<file path="src/rtl/tmr_cap_filt.sv">
// Capture-pin conditioner: synchroniser, optional invert, prescaled sampling, consecutive-sample glitch filter.
// Latency STAGE + (div_i+1)*max(flt_i,1) edges worst case; no backpressure, outputs are registered levels/pulses.
module tmr_cap_filt #(
    parameter int STAGE     = 2,
    parameter int DIV_WIDTH = 8,
    parameter int FLT_WIDTH = 4
) (
    input  logic                 clk_i,
    input  logic                 rst_n_i,
    input  logic                 en_i,
    input  logic                 inv_i,
    input  logic [DIV_WIDTH-1:0] div_i,
    input  logic [FLT_WIDTH-1:0] flt_i,
    input  logic                 clr_i,
    input  logic                 raw_i,
    output logic                 dat_o,
    output logic                 rise_o,
    output logic                 fall_o,
    output logic [7:0]           glitch_cnt_o
);

    typedef enum logic {ST_IDLE, ST_CAND} state_t;

    localparam logic [DIV_WIDTH-1:0] DIV_ONE = DIV_WIDTH'(1);
    localparam logic [FLT_WIDTH:0]   FLT_ONE = (FLT_WIDTH + 1)'(1);

    logic [STAGE-1:0]     r_sync;
    logic [DIV_WIDTH-1:0] r_pcnt;
    state_t               r_state;
    logic [FLT_WIDTH-1:0] r_run;
    logic                 r_dat;
    logic                 r_rise;
    logic                 r_fall;
    logic [7:0]           r_gcnt;

    logic                 w_s_in;
    logic                 w_tick;
    logic [FLT_WIDTH:0]   w_flt_eff;
    logic [FLT_WIDTH:0]   w_run_inc;
    state_t               w_state_nxt;
    logic [FLT_WIDTH-1:0] w_run_nxt;
    logic                 w_dat_nxt;
    logic                 w_rise_nxt;
    logic                 w_fall_nxt;
    logic                 w_glitch;

    always_ff @(posedge clk_i or negedge rst_n_i) begin
        if (!rst_n_i) begin
            r_sync <= '0;
        end else begin
            r_sync <= {r_sync[STAGE-2:0], raw_i};
        end
    end

    assign w_s_in = r_sync[STAGE-1] ^ inv_i;
    // >= rather than == so a div_i lowered below the running count still ticks promptly.
    assign w_tick = en_i && (r_pcnt >= div_i);

    always_ff @(posedge clk_i or negedge rst_n_i) begin
        if (!rst_n_i) begin
            r_pcnt <= '0;
        end else if (!en_i || w_tick) begin
            r_pcnt <= '0;
        end else begin
            r_pcnt <= r_pcnt + DIV_ONE;
        end
    end

    assign w_flt_eff = (flt_i == '0) ? FLT_ONE : {1'b0, flt_i};
    assign w_run_inc = {1'b0, r_run} + FLT_ONE;

    always_comb begin
        w_state_nxt = r_state;
        w_run_nxt   = r_run;
        w_dat_nxt   = r_dat;
        w_rise_nxt  = 1'b0;
        w_fall_nxt  = 1'b0;
        w_glitch    = 1'b0;
        if (!en_i) begin
            w_state_nxt = ST_IDLE;
            w_run_nxt   = '0;
        end else if (w_tick) begin
            if (w_s_in == r_dat) begin
                w_glitch    = (r_state == ST_CAND);
                w_state_nxt = ST_IDLE;
                w_run_nxt   = '0;
            end else if (w_run_inc >= w_flt_eff) begin
                w_dat_nxt   = w_s_in;
                w_rise_nxt  = w_s_in;
                w_fall_nxt  = !w_s_in;
                w_state_nxt = ST_IDLE;
                w_run_nxt   = '0;
            end else begin
                // Cannot overflow: run+1 < flt_eff, which fits in FLT_WIDTH bits.
                w_run_nxt   = w_run_inc[FLT_WIDTH-1:0];
                w_state_nxt = ST_CAND;
            end
        end
    end

    always_ff @(posedge clk_i or negedge rst_n_i) begin
        if (!rst_n_i) begin
            r_state <= ST_IDLE;
            r_run   <= '0;
            r_dat   <= 1'b0;
            r_rise  <= 1'b0;
            r_fall  <= 1'b0;
        end else begin
            r_state <= w_state_nxt;
            r_run   <= w_run_nxt;
            r_dat   <= w_dat_nxt;
            r_rise  <= w_rise_nxt;
            r_fall  <= w_fall_nxt;
        end
    end

    always_ff @(posedge clk_i or negedge rst_n_i) begin
        if (!rst_n_i) begin
            r_gcnt <= '0;
        end else if (clr_i) begin
            r_gcnt <= '0;
        end else if (w_glitch && (r_gcnt != 8'hFF)) begin
            r_gcnt <= r_gcnt + 8'd1;
        end
    end

    assign dat_o        = r_dat;
    assign rise_o       = r_rise;
    assign fall_o       = r_fall;
    assign glitch_cnt_o = r_gcnt;

endmodule
</file>
<file path="config.mk">
export PLATFORM = sky130hd
export DESIGN_NAME = tmr_cap_filt
export DESIGN_NICKNAME = d
export VERILOG_FILES = /design/src/rtl/tmr_cap_filt.sv
export SDC_FILE = /design/constraint.sdc
export NUM_CORES = 1
export LEC_CHECK = 0
export CAP_MARGIN = 20
export CORE_ASPECT_RATIO = 1.2
export CORE_MARGIN = 2
export CORE_UTILIZATION = 56
export CTS_CLUSTER_DIAMETER = 150
export DETAILED_ROUTE_END_ITERATION = 16
export GPL_ROUTABILITY_DRIVEN = 0
export PLACE_DENSITY = 0.95
export SLEW_MARGIN = 25
export SYNTH_ARGS = -nofsm -noshare
export SYNTH_HDL_FRONTEND = slang
export SYNTH_SLANG_ARGS = --single-unit
</file>
<file path="constraint.sdc">
create_clock -name clk_i -period 3.4 [get_ports clk_i]
set_clock_uncertainty 0.05 [all_clocks]
set_input_delay 0.34 -clock clk_i [delete_from_list [all_inputs] [get_ports clk_i]]
set_output_delay 0.34 -clock clk_i [all_outputs]
set_load 0.02 [all_outputs]
</file>
==> metrics.cfg, run 1 <==
[power]
peakVddDrop_uv = 250
p_sw_uw = 134
p_per_area_mw_per_mm2 = 287
intPower_uw = 417
p_seq_frac = 0.583
pwr-share-comb = 0.133
power.leakage_nw = 0.884
p_clk_frac = 0.284
power.share.switching = 0.242

[clock_network]
path_clk_slew_ns = 0.13
cts_setup_buffers = 0
post_cts_resized = 0
htreeDepth = 1
cts_inserted_buffers = 3
cts_tree = yes
cts_buffer_depth = 2
clockRootBuffer = clkbuf_4
cts.sink_count = 26
insertion_delay_ns = 0.32

[setup_path]
critPathKind = input port to flip-flop
rr_worst_depth = 6
regToRegStartpoint = r_run[0]
cp-startpoint = flt_i[3]
critical-path-top-delay-family = compound AO/OA/AOI/OAI gates
cp.arrival_ns = 3.11
worstPathBufferInverterCount = 2
cp-start-kind = input port
crit_slowest_cell = a2111oi_0
worst-path-stages = 9
cp-end-kind = flip-flop
required_ns = 3.61
critPathMaxStageDelay_ns = 0.78
crit_chain = clkdlybuf4s50_1, inv_1, a31o_2, ha_1, nand2b_1, a2111oi_0, o211ai_1, or3b_1, a21boi_1
crit_fanout = 4

[finish]
area.growth.synth_to_final_pct = 21.4
layout.nets = 226
drive_above_1_share = 0.0521
antennaDiodeCount = 0
layout_common_cells = clkdlybuf4s50_1 (27), dfrtp_1 (26), ha_1 (15)
post-route-util = 0.703
layout_commonest_cell = clkdlybuf4s50_1
ff_latch_area_um2 = 651
final_area_mm2 = 0.00192
multi_input_area_um2 = 853
nFillCells = 217

[hold_path]
hold_path.class = flip-flop to flip-flop
min_from = r_sync[0]
hold-path-cell-count = 0

[timing]
hold_viol = 0
maxSlewViolCount = 0
setup_violations = 0
fin_crit_sh = 0.852
worst_pin_slew_ns = 0.849
finalSetupTns_ns = 0
whs_ns = 0.323
period_needed_ns = 2.90
slew_headroom = 0.419
max_freq_ghz = 0.345
worst_slack_ns = 0.502
rsz0062_at_grt = false

[synthesis]
synth_seq_area_share = 0.411
postSynth.asyncResetShare = 1.00
synth_edf_count = 0
synthCells = 163
synth_adder_area_share = 0.119
synth_xor_area_frac = 0.0601
synth_ff_type = dfrtp_1
netlist_area_mm2 = 0.00158
yosysWarningCount = 0
synth_compound_area_frac = 0.132
synth_seq_cells = 26
synthMuxAreaShare = 0.0134
synth_top_family_by_area = simple AND/OR/NAND/NOR gates
synth_simple_gate_area_frac = 0.215
ys_types = 39
syn_area_per_cell_um2 = 9.70
syn_nets = 196

[global_routing]
use_met1 = 0.257
grt_usage = 0.226
grt_start_max_net_pins = 27
met2_usage = 0.406
grt_pass1_wl_um = 5670
grt_pass1_vias = 1398
grt_use_met3 = 0.0264
gr-total-overflow = 0
antenna_found_initial = 0
grt-busiest-layer = met2

[floorplanning]
die_h_um = 62.2
initial_core_util = 0.579
pin_count = 29
die_area_mm2 = 0.00327
rows = 21
core_area_mm2 = 0.00273
die_w_um = 52.5

[route]
drt_wl_total_um = 3330
drt_iter0_markers = 41
num_vias = 1361
via_per_inst = 6.02
drt-pass1-iter-count = 4
routedWlPerCell_um = 14.7
antenna_left = 0
route.detailed.drc = 0

[status]
status = finished clean

[placed_design]
portBuffers = 28
hpwlAfterDp_um = 2590
placed_cell_area_mm2 = 0.00187
place_ws_ns = 0.212

[flow_run]
drv_cap = 0

[cells by family after synthesis]
group / count (synthesis)
DFF: 26
muxes: 2
AOI/OAI and AO/OA: 31
xor gates and xnor gates: 10
and+or+nand+nor: 61
adders and majority gates: 15
buffers and inverters: 18
[per-layer routing]
layer  vias up  wire, µm  share of wire
met5         -         0              0
met4         0        91          0.027
met3        10       106          0.032
met2        41      1810           0.54
met1       664      1320           0.40
li1        646         -              -
[path summary, 6_finish.rpt]
| kind | end | slack (ns) |
|---|---|---|
| hold reg to reg | r_sync[1] | 0.32 |
| hold / removal | r_sync[1] | 0.32 |
| setup reg to reg | r_run[1] | 0.60 |
| min in group asynchronous | r_pcnt[2] | 0.48 |
| max in group asynchronous | r_run[0] | 2.45 |
| setup / recovery | r_run[1] | 0.50 |
[through the flow]
stage               std cells  power [mW]
floorplan                 163       0.361
global placement          221       0.394
detailed placement        221       0.400
CTS                       226       0.549
global route              226       0.576
finish                    226       0.551
[layout make-up]
class	instances	share of cell area
Clock buffer	4	0.0189
Timing Repair Buffer	29	0.149
Tap cell	34	0.0221
Multi-Input combinational cell	119	0.444
Inverter	14	0.0274
Sequential cell	26	0.339
[cell usage after synthesis (2+ instances only)]
master / n / share of area
dfrtp_1: 26 / 0.41
ha_1: 15 / 0.12
inv_1: 14 / 0.033
nand2_1: 12 / 0.028
nand3_1: 12 / 0.038
nor2_1: 11 / 0.026
a21oi_1: 9 / 0.028
xor2_1: 6 / 0.033
o31ai_1: 5 / 0.024
or4_1: 5 / 0.024
and3_1: 4 / 0.016
a21boi_0: 3 / 0.014
nand2b_1: 3 / 0.012
o21ai_0: 3 / 0.0095
or3_1: 3 / 0.012
xnor2_1: 3 / 0.017
a31oi_1: 2 / 0.0079
and4_1: 2 / 0.011
buf_2: 2 / 0.0063
nand3b_1: 2 / 0.0095
o21a_1: 2 / 0.0095
or3b_1: 2 / 0.011
[timing repair]
action                                 CTS  global route
hold buffers                             1             0
setup endpoints to repair                0             0
endpoints found under the hold margin   26             0
[power by group through the flow]
stage	clock [mW]	sequential, mW	combinational (mW)
3_5_place_dp	0	0.327	0.0727
2_1_floorplan	0	0.326	0.0354
4_1_cts	0.154	0.321	0.0740
5_1_grt	0.172	0.322	0.0817
3_3_place_gp	0	0.326	0.0677
6_report	0.156	0.321	0.0734
[registers in the layout (all words and copies together), names as in the netlist]
name / cells
dat_o: 1
fall_o: 1
glitch_cnt_o: 8
r_pcnt: 8
r_run: 4
r_state: 1
r_sync: 2
rise_o: 1
Power figures use the tool's default switching activity.
==> inputs of run 2 (changes only) <==
Settings changed: CORE_UTILIZATION 56 to 47, PLACE_DENSITY 0.95 to 0.86.
Clock period 3.4 ns to 2.35 ns, I/O delays scaled along.
==> run 2 against run 1 <==
Compared with the run above:
- combinational power grew 96%
- final cell count grew 11%
- clock power grew 84%
- power grew 62%
- count of clock-buffer cells in the layout is the same
- sequential power grew 44%
- via count grew 6.8%
- wire length grew 19%
- critical path depth shrank 1
- global-route usage shrank 3.2 points
- critical path type unchanged
- largest cell class unchanged
==> metrics.cfg, run 2 (same netlist as run 1, synthesis figures left out) <==
[timing]
whs_ns = 0.305
slew_headroom = 0.729
rsz0062_at_grt = true
period_needed_ns = 2.32
worst_pin_slew_ns = 0.407
setup_violations = 0
hold_viol = 0
fin_crit_sh = 0.989
max_freq_ghz = 0.430
maxSlewViolCount = 0

[placed_design]
portBuffers = 28
hpwlAfterDp_um = 2410

[route]
drt-pass1-iter-count = 4
routedWlPerCell_um = 15.8
drt_iter0_markers = 28
drt_wl_total_um = 3960
num_vias = 1453
route.detailed.drc = 0
antenna_left = 0
via_per_inst = 5.81

[global_routing]
use_met1 = 0.240
met2_usage = 0.339
grt_pass1_vias = 1301
grt_usage = 0.194
grt_use_met3 = 0.0134
grt_start_max_net_pins = 27
gr-total-overflow = 0
grt_pass1_wl_um = 5770
antenna_found_initial = 0
grt-busiest-layer = met2

[finish]
layout_common_cells = dfrtp_1 (26), clkdlybuf4s50_1 (22), buf_4 (19)
drive_above_1_share = 0.263
layout_commonest_cell = dfrtp_1
area.growth.synth_to_final_pct = 45.6
layout.nets = 247
antennaDiodeCount = 0

[setup_path]
rr_worst_depth = 6
critPathMaxStageDelay_ns = 0.54
critPathKind = input port to flip-flop
worstPathBufferInverterCount = 2
r2r_setup_slack_ns = 0.03
required_ns = 2.50
critical-path-top-delay-family = simple AND/OR/NAND/NOR gates
crit_fanout = 6
crit_slowest_cell = or4_1
crit_chain = clkdlybuf4s50_1, inv_1, ha_4, nand2_4, or3_4, o221a_4, or4_1, a21oi_2
cp-end-kind = flip-flop
cp.arrival_ns = 2.47
cp-start-kind = input port
worst-path-stages = 8

[floorplanning]
die_w_um = 57.0
pin_count = 29
die_area_mm2 = 0.00385
initial_core_util = 0.482
rows = 23
core_area_mm2 = 0.00328
die_h_um = 67.5

[power]
intPower_uw = 681
power.share.switching = 0.238
p_sw_uw = 213
power.leakage_nw = 1.09
p_clk_frac = 0.321
p_per_area_mw_per_mm2 = 388
pwr-share-comb = 0.161
peakVddDrop_uv = 303
total_power_uw = 894
p_seq_frac = 0.518

[clock_network]
cts.sink_count = 26
clockRootBuffer = clkbuf_8
cts_tree = yes
cts_hold_buf = 0
insertion_delay_ns = 0.27
cts_inserted_buffers = 3
path_clk_slew_ns = 0.09
cts_buffer_depth = 2
htreeDepth = 1

[hold_path]
hold_path.class = input port to asynchronous set/reset pin

[flow_run]
drv_cap = 0

[status]
status = finished clean

run 2: cell types whose count changed in the layout (fill, tap and decap cells not counted), sizes merged:
cell	previous run	this run
buf	1	21
dlymetal6s2s	0	6
clkdlybuf4s50	27	22
dlygate4sd3	1	0
o221a	1	2
run 2: worst register-to-register path: cells and delay by family, from the launching register on:
family | cells | cell delay (ns)
flops | 1 | 0.45
simple gates | 3 | 0.96
compound gates | 2 | 0.50
fa+ha+maj | 1 | 0.30
run 2: repair_timing:
action,4_1_cts,5_1_grt
pin swaps,5,11
buffers inserted,0,4
gates cloned,0,1
setup endpoints to repair,5,17
resized for setup,4,36
run 2: layout make-up:
cell class,count,area (µm²)
clock buffers,4,55.1
inverters,14,52.6
well taps,37,46.3
fillers,249,978
multi-input cells,120,1040
flip-flops and latches,26,651
repair buffers,49,460
run 2: through the flow:
| stage | instances | worst slack (ns) | cell area [µm²] | utilization | setup TNS [ns] |
|---|---|---|---|---|---|
| after floorplan | 163 | 0.0188 | 1580 | - | 0 |
| after global placement | 241 | -0.314 | 2010 | 0.613 | -4.70 |
| after detailed placement | 241 | -0.365 | 2010 | 0.613 | -5.57 |
| after CTS | 245 | 0.0128 | 2080 | 0.634 | 0 |
| after global routing | 250 | -0.0411 | 2300 | 0.702 | -0.127 |
| final | 250 | 0.0262 | 2300 | 0.702 | 0 |
run 2: power by group through the flow:
stage	clock, mW	sequential (mW)	combinational [mW]
global route	0.313	0.464	0.159
CTS	0.292	0.463	0.123
floorplan	0	0.471	0.0512
finish	0.287	0.463	0.144
global placement	0	0.471	0.116
detailed placement	0	0.472	0.119
run 2: worst paths after layout:
check	from	end
setup / recovery	div_i[6]	glitch_cnt_o[4]
hold / removal	rst_n_i	glitch_cnt_o[0]
setup reg to reg	r_pcnt[6]	glitch_cnt_o[4]
hold reg to reg	r_sync[0]	r_sync[1]
max in group asynchronous	rst_n_i	rise_o
min in group clk_i	r_sync[0]	r_sync[1]
run 2: layer usage:
layer  up-vias  share of wire
met1       712           0.40
li1        684              -
met2        43           0.53
met4         0          0.032
met3        14          0.041
met5         -              0
